## config.mk

```make
export PLATFORM = sky130hd
export DESIGN_NAME = control_sequencer_flat
export DESIGN_NICKNAME = d
export VERILOG_FILES = /design/src/rtl/control_sequencer_if.sv /design/src/rtl/control_sequencer.sv /design/src/flat_wrapper.sv
export SDC_FILE = /design/constraint.sdc
export NUM_CORES = 1
export LEC_CHECK = 0
export BUFFER_PORTS_ARGS = -buffer_cell sky130_fd_sc_hd__buf_4
export CORE_MARGIN = 5
export CORE_UTILIZATION = 25
export CTS_CLUSTER_DIAMETER = 60
export DETAILED_ROUTE_END_ITERATION = 8
export PLACE_DENSITY = 0.6
export SKIP_CTS_REPAIR_TIMING = 1
export SLEW_MARGIN = 20
export SYNTH_ARGS = -nofsm -noshare
export SYNTH_HDL_FRONTEND = slang
export SYNTH_SLANG_ARGS = --single-unit
```

## constraint.sdc

```tcl
create_clock -name clock -period 3.9 [get_ports clock]
set_clock_uncertainty 0.05 [all_clocks]
set_input_delay 0.195 -clock clock [delete_from_list [all_inputs] [get_ports clock]]
set_output_delay 0.195 -clock clock [all_outputs]
set_load 0.02 [all_outputs]
```

## src/rtl/control_sequencer_if.sv

```systemverilog
// Signal bundle between the control sequencer, the RAM/data bus, the opcode decoders and the datapath.
// The master modport is the sequencer's view of the bundle.
interface control_sequencer_if #(
    parameter int CW_WIDTH     = 33,
    parameter int STATUS_WIDTH = 5
);
    logic [63:0]             data_bus;
    logic                    mem_ready;
    logic [CW_WIDTH-1:0]     cw_exec;
    logic [STATUS_WIDTH-1:0] status_in;
    logic [31:0]             I;
    logic [1:0]              state;
    logic [STATUS_WIDTH-1:0] status;
    logic [CW_WIDTH-1:0]     cw;
    logic                    ir_load;
    logic                    halted;

    modport master (
        input  data_bus, mem_ready, cw_exec, status_in,
        output I, state, status, cw, ir_load, halted
    );

    modport slave (
        output data_bus, mem_ready, cw_exec, status_in,
        input  I, state, status, cw, ir_load, halted
    );
endinterface

```

## src/rtl/control_sequencer.sv

```systemverilog
// Control-unit front end: owns IR, control state, status and halt.
// Emits fetch/stall/NOP control words itself and forwards the decoder word during execute.
module control_sequencer #(
    parameter int         CW_WIDTH     = 33,
    parameter int         STATUS_WIDTH = 5,
    parameter logic [1:0] FETCH_STATE  = 2'b00
) (
    input logic                 clock,
    input logic                 reset,
    control_sequencer_if.master bus
);
    typedef enum logic [1:0] {
        ST_FETCH  = 2'b00,
        ST_EXEC   = 2'b01,
        ST_MULTI2 = 2'b10,
        ST_MULTI3 = 2'b11
    } state_e;

    localparam state_e FETCH = state_e'(FETCH_STATE);

    // Field order: alu_en, alu_bs, alu_fs, rf_b_en, sa, sb, da, rf_w, ram_en, ram_w, pc_en, pc_fs, pc_is, status_ld, next_state
    localparam logic [CW_WIDTH-1:0] FETCH_CW = {1'b0, 1'b1, 5'h1f, 1'b0, 5'h1f, 5'h1f, 5'h1f,
                                                1'b0, 1'b1, 1'b0, 1'b0, 2'b01, 1'b0, 1'b0, 2'b01};
    localparam logic [CW_WIDTH-1:0] STALL_CW = {1'b0, 1'b1, 5'h1f, 1'b0, 5'h1f, 5'h1f, 5'h1f,
                                                1'b0, 1'b1, 1'b0, 1'b0, 2'b00, 1'b0, 1'b0, 2'b00};
    localparam logic [CW_WIDTH-1:0] NOP_CW   = {1'b0, 1'b1, 5'h1f, 1'b0, 5'h1f, 5'h1f, 5'h1f,
                                                1'b0, 1'b0, 1'b0, 1'b0, 2'b00, 1'b0, 1'b0, 2'b00};

    state_e                  state_q, state_d;
    logic [31:0]             i_q, i_d;
    logic [STATUS_WIDTH-1:0] status_q, status_d;
    logic                    halted_q, halted_d;
    logic [CW_WIDTH-1:0]     cw_c;
    logic                    ir_load_c;

    // Only the low word of the shared bus carries an instruction.
    logic unused_data_hi;
    assign unused_data_hi = ^bus.data_bus[63:32];

    always_comb begin
        // NOTE: every output of this block gets a default first, so no path can infer a latch.
        state_d   = state_q;
        i_d       = i_q;
        status_d  = status_q;
        halted_d  = halted_q;
        ir_load_c = 1'b0;
        cw_c      = bus.cw_exec;

        if (halted_q) begin
            cw_c    = NOP_CW;
            state_d = FETCH;
        end else if (state_q == FETCH) begin
            if (bus.mem_ready) begin
                cw_c      = FETCH_CW;
                ir_load_c = 1'b1;
                if (bus.data_bus[31:0] == 32'h0) begin
                    i_d      = 32'h0;
                    halted_d = 1'b1;
                end else begin
                    i_d     = bus.data_bus[31:0];
                    state_d = ST_EXEC;
                end
            end else begin
                cw_c = STALL_CW;
            end
        end else begin
            state_d = state_e'(bus.cw_exec[1:0]);
        end

        // Fetch, stall and NOP words all have status_ld clear, so only execute cycles land here.
        if (cw_c[2]) begin
            status_d = bus.status_in;
        end
    end

    always_ff @(posedge clock or negedge reset) begin
        if (!reset) begin
            state_q  <= FETCH;
            i_q      <= '0;
            status_q <= '0;
            halted_q <= 1'b0;
        end else begin
            // NOTE: sequential state uses non-blocking assignments so every flop samples pre-edge values.
            state_q  <= state_d;
            i_q      <= i_d;
            status_q <= status_d;
            halted_q <= halted_d;
        end
    end

    assign bus.I       = i_q;
    assign bus.state   = state_q;
    assign bus.status  = status_q;
    assign bus.halted  = halted_q;
    assign bus.cw      = cw_c;
    assign bus.ir_load = ir_load_c;
endmodule

```

## src/flat_wrapper.sv

```systemverilog
// flat-port wrapper written by rule: the top's interface ports become plain ports
module control_sequencer_flat 
#(
    parameter int         CW_WIDTH     = 33,
    parameter int         STATUS_WIDTH = 5,
    parameter logic [1:0] FETCH_STATE  = 2'b00
)
  (clock, reset, bus_data_bus, bus_mem_ready, bus_cw_exec, bus_status_in, bus_I, bus_state, bus_status, bus_cw, bus_ir_load, bus_halted);
  control_sequencer_if #(.CW_WIDTH(CW_WIDTH), .STATUS_WIDTH(STATUS_WIDTH)) bus_i ();
  input logic clock;
  input logic reset;
  input wire logic [$bits(bus_i.data_bus)-1:0] bus_data_bus;
  input wire logic [$bits(bus_i.mem_ready)-1:0] bus_mem_ready;
  input wire logic [$bits(bus_i.cw_exec)-1:0] bus_cw_exec;
  input wire logic [$bits(bus_i.status_in)-1:0] bus_status_in;
  output wire logic [$bits(bus_i.I)-1:0] bus_I;
  output wire logic [$bits(bus_i.state)-1:0] bus_state;
  output wire logic [$bits(bus_i.status)-1:0] bus_status;
  output wire logic [$bits(bus_i.cw)-1:0] bus_cw;
  output wire logic [$bits(bus_i.ir_load)-1:0] bus_ir_load;
  output wire logic [$bits(bus_i.halted)-1:0] bus_halted;
  assign bus_i.data_bus = bus_data_bus;
  assign bus_i.mem_ready = bus_mem_ready;
  assign bus_i.cw_exec = bus_cw_exec;
  assign bus_i.status_in = bus_status_in;
  assign bus_I = bus_i.I;
  assign bus_state = bus_i.state;
  assign bus_status = bus_i.status;
  assign bus_cw = bus_i.cw;
  assign bus_ir_load = bus_i.ir_load;
  assign bus_halted = bus_i.halted;
  control_sequencer #(.CW_WIDTH(CW_WIDTH), .STATUS_WIDTH(STATUS_WIDTH), .FETCH_STATE(FETCH_STATE)) u_core (.clock(clock), .reset(reset), .bus(bus_i));
endmodule
```

Word-level counts from Yosys, hierarchy flattened --
Cells that the tools add are included.
Operators by class: eq/ne operators 2, mux-type cells 15, bitwise operators 1, reduce and logical (&&, ||, !) cells 4
Operators with widths (number):
- $mux W33 | 2
- $logic_not A32 Y1 | 1
- $mux W32 | 1
- $mux W2 | 4
- $mux W1 | 7
- $ne A3 B2 Y1 const B | 2
- $mux W5 | 1
- $reduce_and A3 Y1 | 1
- $logic_not A2 Y1 | 1
- $reduce_and A2 Y1 | 1
- $not A1 Y1 | 1
Storage, ports and cells: bits in registers 40, input bits 105, output and inout port bits 74, word-level logic and storage cells 26

Longest topological paths before layout --
Gate-level depths: netlist of the first run.
depth after elaboration 5, gate-level depth with buffers 6, mapped depth without buffers 4

Worst setup path before layout of the first run --
OpenSTA, ideal clock, no wires.
kind reg2reg, start register u_core.state_q[1] (netlist: u_core.bus.state[1]), end register u_core.i_q[0] (netlist: u_core.bus.I[0]), setup time 0.125 ns, arrival time 1.465 ns, data required time 3.725 ns, path slack 2.260 ns, stages on the path, launching flop included 7, buffers on the path 2, period minus slack after synthesis 1.640 ns, cells stage by stage dfrtp_1 > nor2_4 > nand2_1 > or2_1 > buf_6 > buf_6 > mux2_4
Between the ends: longest elaborated chain between the ends 2
RTL lines:
- start, declared | line control_sequencer.sv:29 | state_e state_q, state_d;
- start signal, assigned | line control_sequencer.sv:84 | state_q <= state_d;
- $logic_not A2 Y1 | line control_sequencer.sv:52 | end else if (state_q == FETCH) begin
- $reduce_and A3 Y1 (no source line)
- end signal, assigned | line control_sequencer.sv:85 | i_q <= i_d;
- end, declared | line control_sequencer.sv:30 | logic [31:0] i_q, i_d;
Every way passes these cells. A chain may end at the register's enable or synchronous reset.

Worst setup path in the final report of the first run --
start register u_core.halted_q (netlist: u_core.bus.halted), end output port bus_cw[2]
Between the ends: longest elaborated chain between the ends 1
RTL lines:
- start, declared | line control_sequencer.sv:32 | logic halted_q, halted_d;
- start signal, assigned | line control_sequencer.sv:87 | halted_q <= halted_d;
- $mux W33 | line control_sequencer.sv:49 | if (halted_q) begin
- end, declared | line flat_wrapper.sv:19 | output wire logic [$bits(bus_i.cw)-1:0] bus_cw;
Every way passes these cells.

==> results of run 1 <==
-- worst min path at each step --
stage                      endpoint  depth (start not counted)
3_5_place_dp       u_core.bus.I[23]                          1
2_1_floorplan       u_core.bus.I[0]                          0
6_report           u_core.bus.I[10]                          2
3_3_place_gp       u_core.bus.I[23]                          1
4_1_cts            u_core.bus.I[23]                          1
5_1_grt        u_core.bus.status[0]                          2
-- through the flow --
step | setup slack, ps | total power [mW] | cells | utilization [%]
2_1_floorplan | 2260 | 1.14 | 143 | -
5_1_grt | 1420 | 1.90 | 387 | 42.9
3_5_place_dp | 1580 | 1.54 | 378 | 41.5
6_report | 1670 | 1.79 | 387 | 42.9
3_3_place_gp | 1620 | 1.53 | 378 | 41.5
4_1_cts | 1260 | 1.83 | 386 | 42.7
-- synthesized netlist by cell type --
master	number	area share, %
a31o_1	1	0.46
or3_1	21	6.9
inv_1	1	0.20
or2_1	1	0.33
mux2_4	26	20
mux2_1	6	3.5
o21ai_1	1	0.26
nor2_4	1	0.59
inv_2	1	0.20
nand2_1	6	1.2
mux2_2	5	2.9
and2_1	9	2.9
nor2_1	4	0.78
dfrtp_1	40	52
clkbuf_1	5	0.98
nor4_1	8	2.6
buf_6	4	2.4
buf_4	1	0.39
nand4_1	2	0.65
-- registers in the layout, indices dropped and copies added, names as in the netlist --
signal / count
u_core.bus.I: 32
u_core.bus.halted: 1
u_core.bus.state: 2
u_core.bus.status: 5
-- layout make-up --
cell class                      instances  area [sq um]  share of cell area (%)
Timing Repair Buffer                  147          1110                    35.0
Sequential cell                        40          1000                    31.7
Clock buffer                            7          76.3                    2.42
Multi-Input combinational cell         91           836                    26.5
Inverter                                2          7.51                   0.238
Clock inverter                          1          8.76                   0.277
Tap cell                               99           124                    3.92
-- critical path, cell delays in order (launching register included) --
cell,delay [ps]
dfrtp_1,590
nor2_1,550
nand2_1,310
inv_1,100
buf_4,140
-- power groups by stage --
stage               Combinational [mW]  Sequential, mW  Clock, mW
CTS                              0.914           0.627      0.284
finish                           0.897           0.627      0.266
global placement                 0.905           0.630          0
floorplan                        0.335           0.800          0
global route                     0.952           0.646      0.299
detailed placement               0.913           0.632          0
-- cells by family after synthesis --
group                  synth area share, %
AO/OA/AOI/OAI                        0.719
buffers and inverters                 4.12
flip-flops                            52.3
multiplexers                          26.9
AND/OR/NAND/NOR                       16.0
-- layer usage --
metal,vias up,global-route usage (%),share of wire [%]
met5,-,0,0
met4,0,2.56,0.44
met3,5,5.60,9.8
met2,68,20.1,51
met1,758,13.0,39
li1,792,-,-
==> flow_summary.toml, run 1 <==
[timing]
fin_crit_ps = 2230
setup_violations = 0
fmax_mhz = 449
finalMaxSlewViolations = 0
slew_headroom_pct = 56.1
rsz0062_at_grt = "false"
tightest_slew_ps = 658
finalCritPeriodShare_pct = 57.1
holdWs_ps = 76.3
fin_tns_setup_ps = 0
hold_violations = 0

[clock_network]
insertion_delay_ps = 280
cts.sinks = 40
cts.clk_slew.worst_paths_ps = 80
root_buffer = "clkbuf_8"
cts_tree = "done"
clockBufferDepth = 2
cts_buffers = 5
cts_max_level = 2

[job]
max_cap_viol_count = 0

[power_and_ir_drop]
power.share.switching_pct = 36.3
switching_power_mw = 0.650
combPwrFrac_pct = 50.1
peakVddDrop_mv = 0.241
power_density_mw_per_mm2 = 567
p_leak_nw = 1.63
clkPwrFrac_pct = 14.9
pwr-share-seq_pct = 35.0
intPower_mw = 1.14

[synth]
yosysWarnings = 0
ys_ff_latch = 40
syn-mean-instance-area_sq_um = 13.4
yosysUniqueCellTypes = 19
synth-seq-area-share_pct = 52.3
syn_nets = 248
synth_area_sq_mm = 0.00191
syn_inst = 143

[global_route]
grt_pass1_wl_mm = 9.00
grt_use_total_pct = 11.6
overflow = 0
grt_max_degree = 41
grt_pass1_vias = 1717
antenna_found_initial = 0

[outcome]
status = "finished, final reports clean"

[floorplanning]
dieArea_sq_mm = 0.00950
boundaryPins = 179
start_util_pct = 26.0
chipWidth_um = 97.5
rows = 31
coreArea_sq_mm = 0.00737
chipHeight_um = 97.5

[finish]
drive_above_1_share_pct = 64.6
num_antenna_cells = 0
fin_nets = 392
fin_area_sq_mm = 0.00316
fill_cells = 733
mostFrequentLayoutCells = "buf_4, dfrtp_1, mux2_4"
final_common_cell = "buf_4"
area_growth_pct = 65.1

[route]
via_per_inst = 4.19
dr.pass1.iters = 4
drcViolationCount = 0
wire_per_inst_um = 14.7
totalWireLength_mm = 5.69
via_count = 1623
drt_first_iter_violations = 33
ant_nets = 0

[critical_path]
r2r_slack_ps = 1950
r2r-end = "u_core.bus.status[1]"
path_max_fanout = 26
critPathRequiredTime_ps = 3650
worstSetupStartpointType = "flip-flop"
critical_path_class = "flip-flop to primary output"
crit_path_end = "bus_cw[2]"
end_kind = "primary output"
crit_start = "u_core.bus.halted"
worstReg2RegStart = "u_core.bus.halted"
rr_worst_depth = 3
cp.arrival_ps = 1980

[place]
hpwlAfterDp_mm = 4.54
place_congestion = 0.790
io_buffers = 146
place_area_sq_mm = 0.00306

[min_path]
min_from = "bus_data_bus[10]"
hp-class = "primary input to flip-flop"
Note: power is estimated with default switching activity, not from simulation.
==> run 2, diff against run 1 <==
--- a/config.mk
+++ b/config.mk
@@ -5,6 +5,7 @@
 export SDC_FILE = /design/constraint.sdc
 export NUM_CORES = 1
 export LEC_CHECK = 0
+export ABC_AREA = 1
 export BUFFER_PORTS_ARGS = -buffer_cell sky130_fd_sc_hd__buf_4
 export CORE_MARGIN = 5
 export CORE_UTILIZATION = 25
==> constraint.sdc (replaced) <==
create_clock -name clock -period 2.3 [get_ports clock]
set_clock_uncertainty 0.05 [all_clocks]
set_input_delay 0.115 -clock clock [delete_from_list [all_inputs] [get_ports clock]]
set_output_delay 0.115 -clock clock [all_outputs]
set_load 0.02 [all_outputs]
==> run 2 against run 1 <==
- the run now ends with hold timing left
- register-to-register slack worse by 1400 ps
- setup slack lost 1400 ps
- non-clock buffer count up 25
- clock-buffer cell count decreased by 1
- hold slack lost 92 ps
- global-route usage rose by 0.64 points
- combinational power is 70% lower
- via count grew 31%
- synthesized cell count is 76% higher
- die area rose by 1.4%
- largest cell class unchanged
==> flow_summary.toml, run 2 <==
[synth]
synth_common_cells = "nand2_1, dfrtp_1, nor2_1"
syn_nets = 356
synth.top_cell.area_share_pct = 51.5
synth_area_sq_mm = 0.00194
ys.flop_type = "dfrtp_1"
synth-edff-count = 0
postSynth.asyncResetShare_pct = 100
syn-mean-instance-area_sq_um = 7.74
yosysWarnings = 0
synth_area_leaders = "dfrtp_1, nand2_1, nor2_1"
ys_ff_latch = 40
yosysMostFrequentCell = "nand2_1"
yosysTopAreaCell = "dfrtp_1"
yosysUniqueCellTypes = 16
syn_inst = 251
synth-seq-area-share_pct = 51.5

[min_path]
holdPathStages = 3
hp-class = "primary input to flip-flop"
min_from = "bus_data_bus[17]"
min_to = "u_core.bus.I[17]"

[floorplanning]
boundaryPins = 179
coreArea_sq_mm = 0.00765
chipWidth_um = 98.1
chipHeight_um = 98.1
dieArea_sq_mm = 0.00963
rows = 32
start_util_pct = 25.4

[place]
io_buffers = 146
dp.cells = 491
place_congestion = 0.769
dp_slack_ps = 496
place_area_sq_mm = 0.00309
hpwlAfterDp_mm = 4.83

[global_route]
antenna_found_initial = 0
grt_pass1_wl_mm = 9.61
grt_pass1_vias = 2017
overflow = 0
grt_use_total_pct = 12.3
grt_max_degree = 41

[power_and_ir_drop]
power_density_mw_per_mm2 = 424
p_leak_nw = 1.84
total_power_mw = 1.45
peakVddDrop_mv = 0.252

[finish]
largest_register_ff_count = 32
drive_above_1_share_pct = 39.0
utilization_pct = 44.6
area_growth_pct = 75.5
num_antenna_cells = 0
mostFrequentLayoutCells = "buf_4, nand2_1, dfrtp_1"
fill_cells = 776
fin_area_sq_mm = 0.00341
finalNonFillerCells = 522
register_area_sq_mm = 0.00100
final_common_cell = "buf_4"
fin_nets = 525
multi_input_area_sq_um = 821

[clock_network]
cts_buffers = 5
cts.sinks = 40
cts_max_level = 2
root_buffer = "clkbuf_8"
insertion_delay_ps = 280
cts.clk_slew.worst_paths_ps = 80
clockBufferDepth = 2
cts_tree = "done"

[critical_path]
r2r-end = "u_core.bus.I[18]"
r2r_slack_ps = 550
path_max_fanout = 28
end_kind = "primary output"
critical_path_class = "flip-flop to primary output"
critPathRequiredTime_ps = 2130
worstReg2RegStart = "u_core.bus.halted"
rr_worst_depth = 7
cp.arrival_ps = 1820
worstSetupStartpointType = "flip-flop"

[route]
drt_first_iter_violations = 63
via_per_inst = 4.06
wire_per_inst_um = 12.2
ant_nets = 0
via_count = 2120
totalWireLength_mm = 6.34
drcViolationCount = 0
dr.pass1.iters = 4

[outcome]
status = "finished, violations left"
violations = "hold timing"

[timing]
tightest_slew_ps = 494
slew_headroom_pct = 67.1
fin_crit_ps = 1980
fmax_mhz = 505
finalCritPeriodShare_pct = 86.1
rsz0062_at_grt = "false"
finalMaxSlewViolations = 0
hold_violations = 10
setup_violations = 0
holdWs_ps = -15.8
worst_slack_ps = 319
fin_tns_setup_ps = 0

[job]
max_cap_viol_count = 0
==> run 2: cell count changes in the layout (fill, tap and decap cells not counted), moves of 6 or more <==
cell | before | now
mux2_4 | 26 | 0
or3_1 | 21 | 0
and2_1 | 9 | 0
nand2_1 | 6 | 134
nor4_1 | 8 | 0
nor2_1 | 4 | 30
dlygate4sd3_1 | 1 | 24
or2_1 | 0 | 17
mux2_1 | 6 | 0
==> run 2: critical path, cell delays in order, from the launching register on <==
cell     delay, ps
dfrtp_1        580
inv_1          160
nand2_4        130
nor2_8          30
inv_2          350
nand2_1        100
buf_4          180
==> run 2: layer usage <==
layer	vias to the layer above	track usage [%]	share of wire [%]
li1	1080	-	-
met2	78	21.2	51
met4	0	4.10	1.2
met3	7	4.00	8.0
met5	-	0	0
met1	955	14.5	39
==> run 2: cell families (layout without fill, tap and decap cells) <==
group / count (synthesis) / after routing / share of synthesized area [%]
AOI/OAI and AO/OA: 3 / 3 / 0.773
and+or+nand+nor: 190 / 190 / 41.5
buffers and inverters: 18 / 187 / 6.19
DFF: 40 / 40 / 51.5
==> run 2: cell type report <==
| type | count | share of cell area, % |
|---|---|---|
| Clock inverter | 1 | 0.147 |
| Sequential cell | 40 | 29.4 |
| Multi-Input combinational cell | 193 | 24.1 |
| Timing Repair Buffer | 172 | 39.6 |
| Tap cell | 102 | 3.74 |
| Clock buffer | 6 | 2.13 |
| Inverter | 8 | 0.881 |
==> run 2: worst max-delay path by stage <==
stage                                  from               end  slack [ps]
after floorplan           u_core.bus.halted        bus_cw[24]         900
after detailed placement  u_core.bus.halted  u_core.bus.I[18]         500
after CTS                 u_core.bus.halted         bus_cw[0]         230
final                     u_core.bus.halted         bus_cw[0]         320
after global routing      u_core.bus.halted         bus_cw[4]          90
after global placement    u_core.bus.halted  u_core.bus.I[18]         510
==> run 2: report_power, final <==
group	internal, mW	total, mW	switching [mW]	leakage [nW]
sequential	0.732	0.748	0.0164	0.519
clock	0.206	0.432	0.226	0.0410
combinational	0.153	0.266	0.113	1.28
total	1.09	1.45	0.355	1.84
==> run 3, diff against run 2 <==
--- a/config.mk
+++ b/config.mk
@@ -7,11 +7,13 @@
 export LEC_CHECK = 0
 export ABC_AREA = 1
 export BUFFER_PORTS_ARGS = -buffer_cell sky130_fd_sc_hd__buf_4
+export CELL_PAD_IN_SITES_DETAIL_PLACEMENT = 0
+export CELL_PAD_IN_SITES_GLOBAL_PLACEMENT = 1
 export CORE_MARGIN = 5
-export CORE_UTILIZATION = 25
+export CORE_UTILIZATION = 24
 export CTS_CLUSTER_DIAMETER = 60
 export DETAILED_ROUTE_END_ITERATION = 8
-export PLACE_DENSITY = 0.6
+export PLACE_DENSITY = 0.83
 export SKIP_CTS_REPAIR_TIMING = 1
 export SLEW_MARGIN = 20
 export SYNTH_ARGS = -nofsm -noshare
==> constraint.sdc (replaced) <==
create_clock -name clock -period 2.3 [get_ports clock]
set_clock_uncertainty 0.05 [all_clocks]
set_input_delay 0.46 -clock clock [delete_from_list [all_inputs] [get_ports clock]]
set_output_delay 0.46 -clock clock [all_outputs]
set_load 0.02 [all_outputs]
==> run 3 against run 2 <==
- the run now ends clean
- setup slack lost 100 ps
- global-route usage shrank 0.44 points
- total power grew 6.5%
- via count is 5.1% lower
- routed wire length fell by 4.5%
- sequential cell count did not move
- clock-buffer cell count did not move
- non-clock buffer count is 24 lower
- register-to-register slack better by 60 ps
- cell area shrank 6.1%
- cell count is 4.4% lower
- combinational power fell by 14%
- largest power group unchanged
- highest routed layer unchanged
==> flow_summary.toml, run 3 (synthesis results as in run 2) <==
[outcome]
status = "finished, final reports clean"

[clock_network]
cts_buffers = 5
cts_max_level = 2
root_buffer = "clkbuf_8"
cts.sinks = 40
insertion_delay_ps = 280
cts.clk_slew.worst_paths_ps = 80
cts_tree = "done"
clockBufferDepth = 2

[global_route]
grt_pass1_vias = 2046
grt_max_degree = 41
overflow = 0
grt_pass1_wl_mm = 9.62
antenna_found_initial = 0
grt_use_total_pct = 11.8

[power_and_ir_drop]
pwr-share-seq_pct = 48.6
switching_power_mw = 0.360
power.share.switching_pct = 23.4
power_density_mw_per_mm2 = 481
intPower_mw = 1.18
peakVddDrop_mv = 0.309
p_leak_nw = 1.75
clkPwrFrac_pct = 36.5
total_power_mw = 1.54
combPwrFrac_pct = 14.9

[timing]
rsz0062_at_grt = "false"
finalCritPeriodShare_pct = 90.5
fin_tns_setup_ps = 0
fin_crit_ps = 2080
setup_violations = 0
finalMaxSlewViolations = 0
holdWs_ps = 87.9
hold_violations = 0
fmax_mhz = 480
tightest_slew_ps = 506
slew_headroom_pct = 66.2

[floorplanning]
dieArea_sq_mm = 0.00999
chipHeight_um = 100
chipWidth_um = 100
start_util_pct = 24.9
rows = 32
coreArea_sq_mm = 0.00781
boundaryPins = 179

[finish]
fill_cells = 800
area_growth_pct = 64.8
utilization_pct = 41.0
drive_above_1_share_pct = 41.8
mostFrequentLayoutCells = "buf_4, nand2_1, dfrtp_1"
largest_register_ff_count = 32
num_antenna_cells = 0
fin_nets = 501
register_area_sq_mm = 0.00100
multi_input_area_sq_um = 821
finalNonFillerCells = 499
final_common_cell = "buf_4"

[place]
io_buffers = 146
dp.cells = 491
place_congestion = 0.771
hpwlAfterDp_mm = 4.86

[critical_path]
critPathRequiredTime_ps = 1790
cp.arrival_ps = 1570
critical_path_class = "flip-flop to primary output"
worstSetupStartpointType = "flip-flop"
path_max_fanout = 21
end_kind = "primary output"

[route]
wire_per_inst_um = 12.1
via_per_inst = 4.03
drcViolationCount = 0
totalWireLength_mm = 6.06
drt_first_iter_violations = 67
via_count = 2011
ant_nets = 0
dr.pass1.iters = 4

[job]
max_cap_viol_count = 0

[min_path]
hp-class = "primary input to asynchronous set/reset pin"
## run 3: cell count changes in the layout (fill, tap and decap cells not counted), sizes merged
cell / previous run / this run
bufinv: 0 / 1
dlygate4sd3: 24 / 0
## run 3: layer usage
layer  track usage, %  up-vias  share of wire, %
li1                 -     1037                 -
met1             13.5      884                40
met2             21.2       83                49
met3             3.34        7               9.6
met4             3.99        0               1.2
met5                0        -                 0
## run 3: critical path, stage by stage, from the launching register on
cell,delay [ps]
dfrtp_2,500
nor2_4,180
inv_2,130
or2_2,310
buf_4,160
## run 3: area by class of cell
class                   count  share of cell area [%]
clock buffers               6                    2.27
clock inverters             2                    1.10
inverters                   8                   0.939
multi-input cells         193                    25.7
flip-flops and latches     40                    31.3
well taps                 102                    3.99
repair buffers            148                    34.7
## run 3: stage by stage
stage | cell area (sq um) | worst slack (ps)
global placement | 3090 | 452
global route | 3200 | 76.2
CTS | 3200 | 120
floorplan | 1940 | 555
finish | 3200 | 218
detailed placement | 3090 | 447
## run 3: final timing paths
kind                                   startpoint              endpoint  slack (ps)  cells after the start
worst max-delay path            u_core.bus.halted            bus_cw[24]         220                      4
worst min-delay path                        reset      u_core.bus.I[19]          90                      1
worst max register to register  u_core.bus.halted      u_core.bus.I[30]         610                      7
worst min register to register   u_core.bus.I[17]      u_core.bus.I[17]         430                      2
max in group asynchronous                   reset     u_core.bus.halted        1740                      1
min in group clock               bus_status_in[4]  u_core.bus.status[4]         320                      3
## run 3: power by group through the flow
stage | clock network, mW | logic, mW | registers [mW]
floorplan | 0 | 0.0306 | 0.796
global placement | 0 | 0.233 | 0.761
detailed placement | 0 | 0.235 | 0.762
CTS | 0.583 | 0.235 | 0.748
global route | 0.605 | 0.253 | 0.752
finish | 0.562 | 0.230 | 0.748
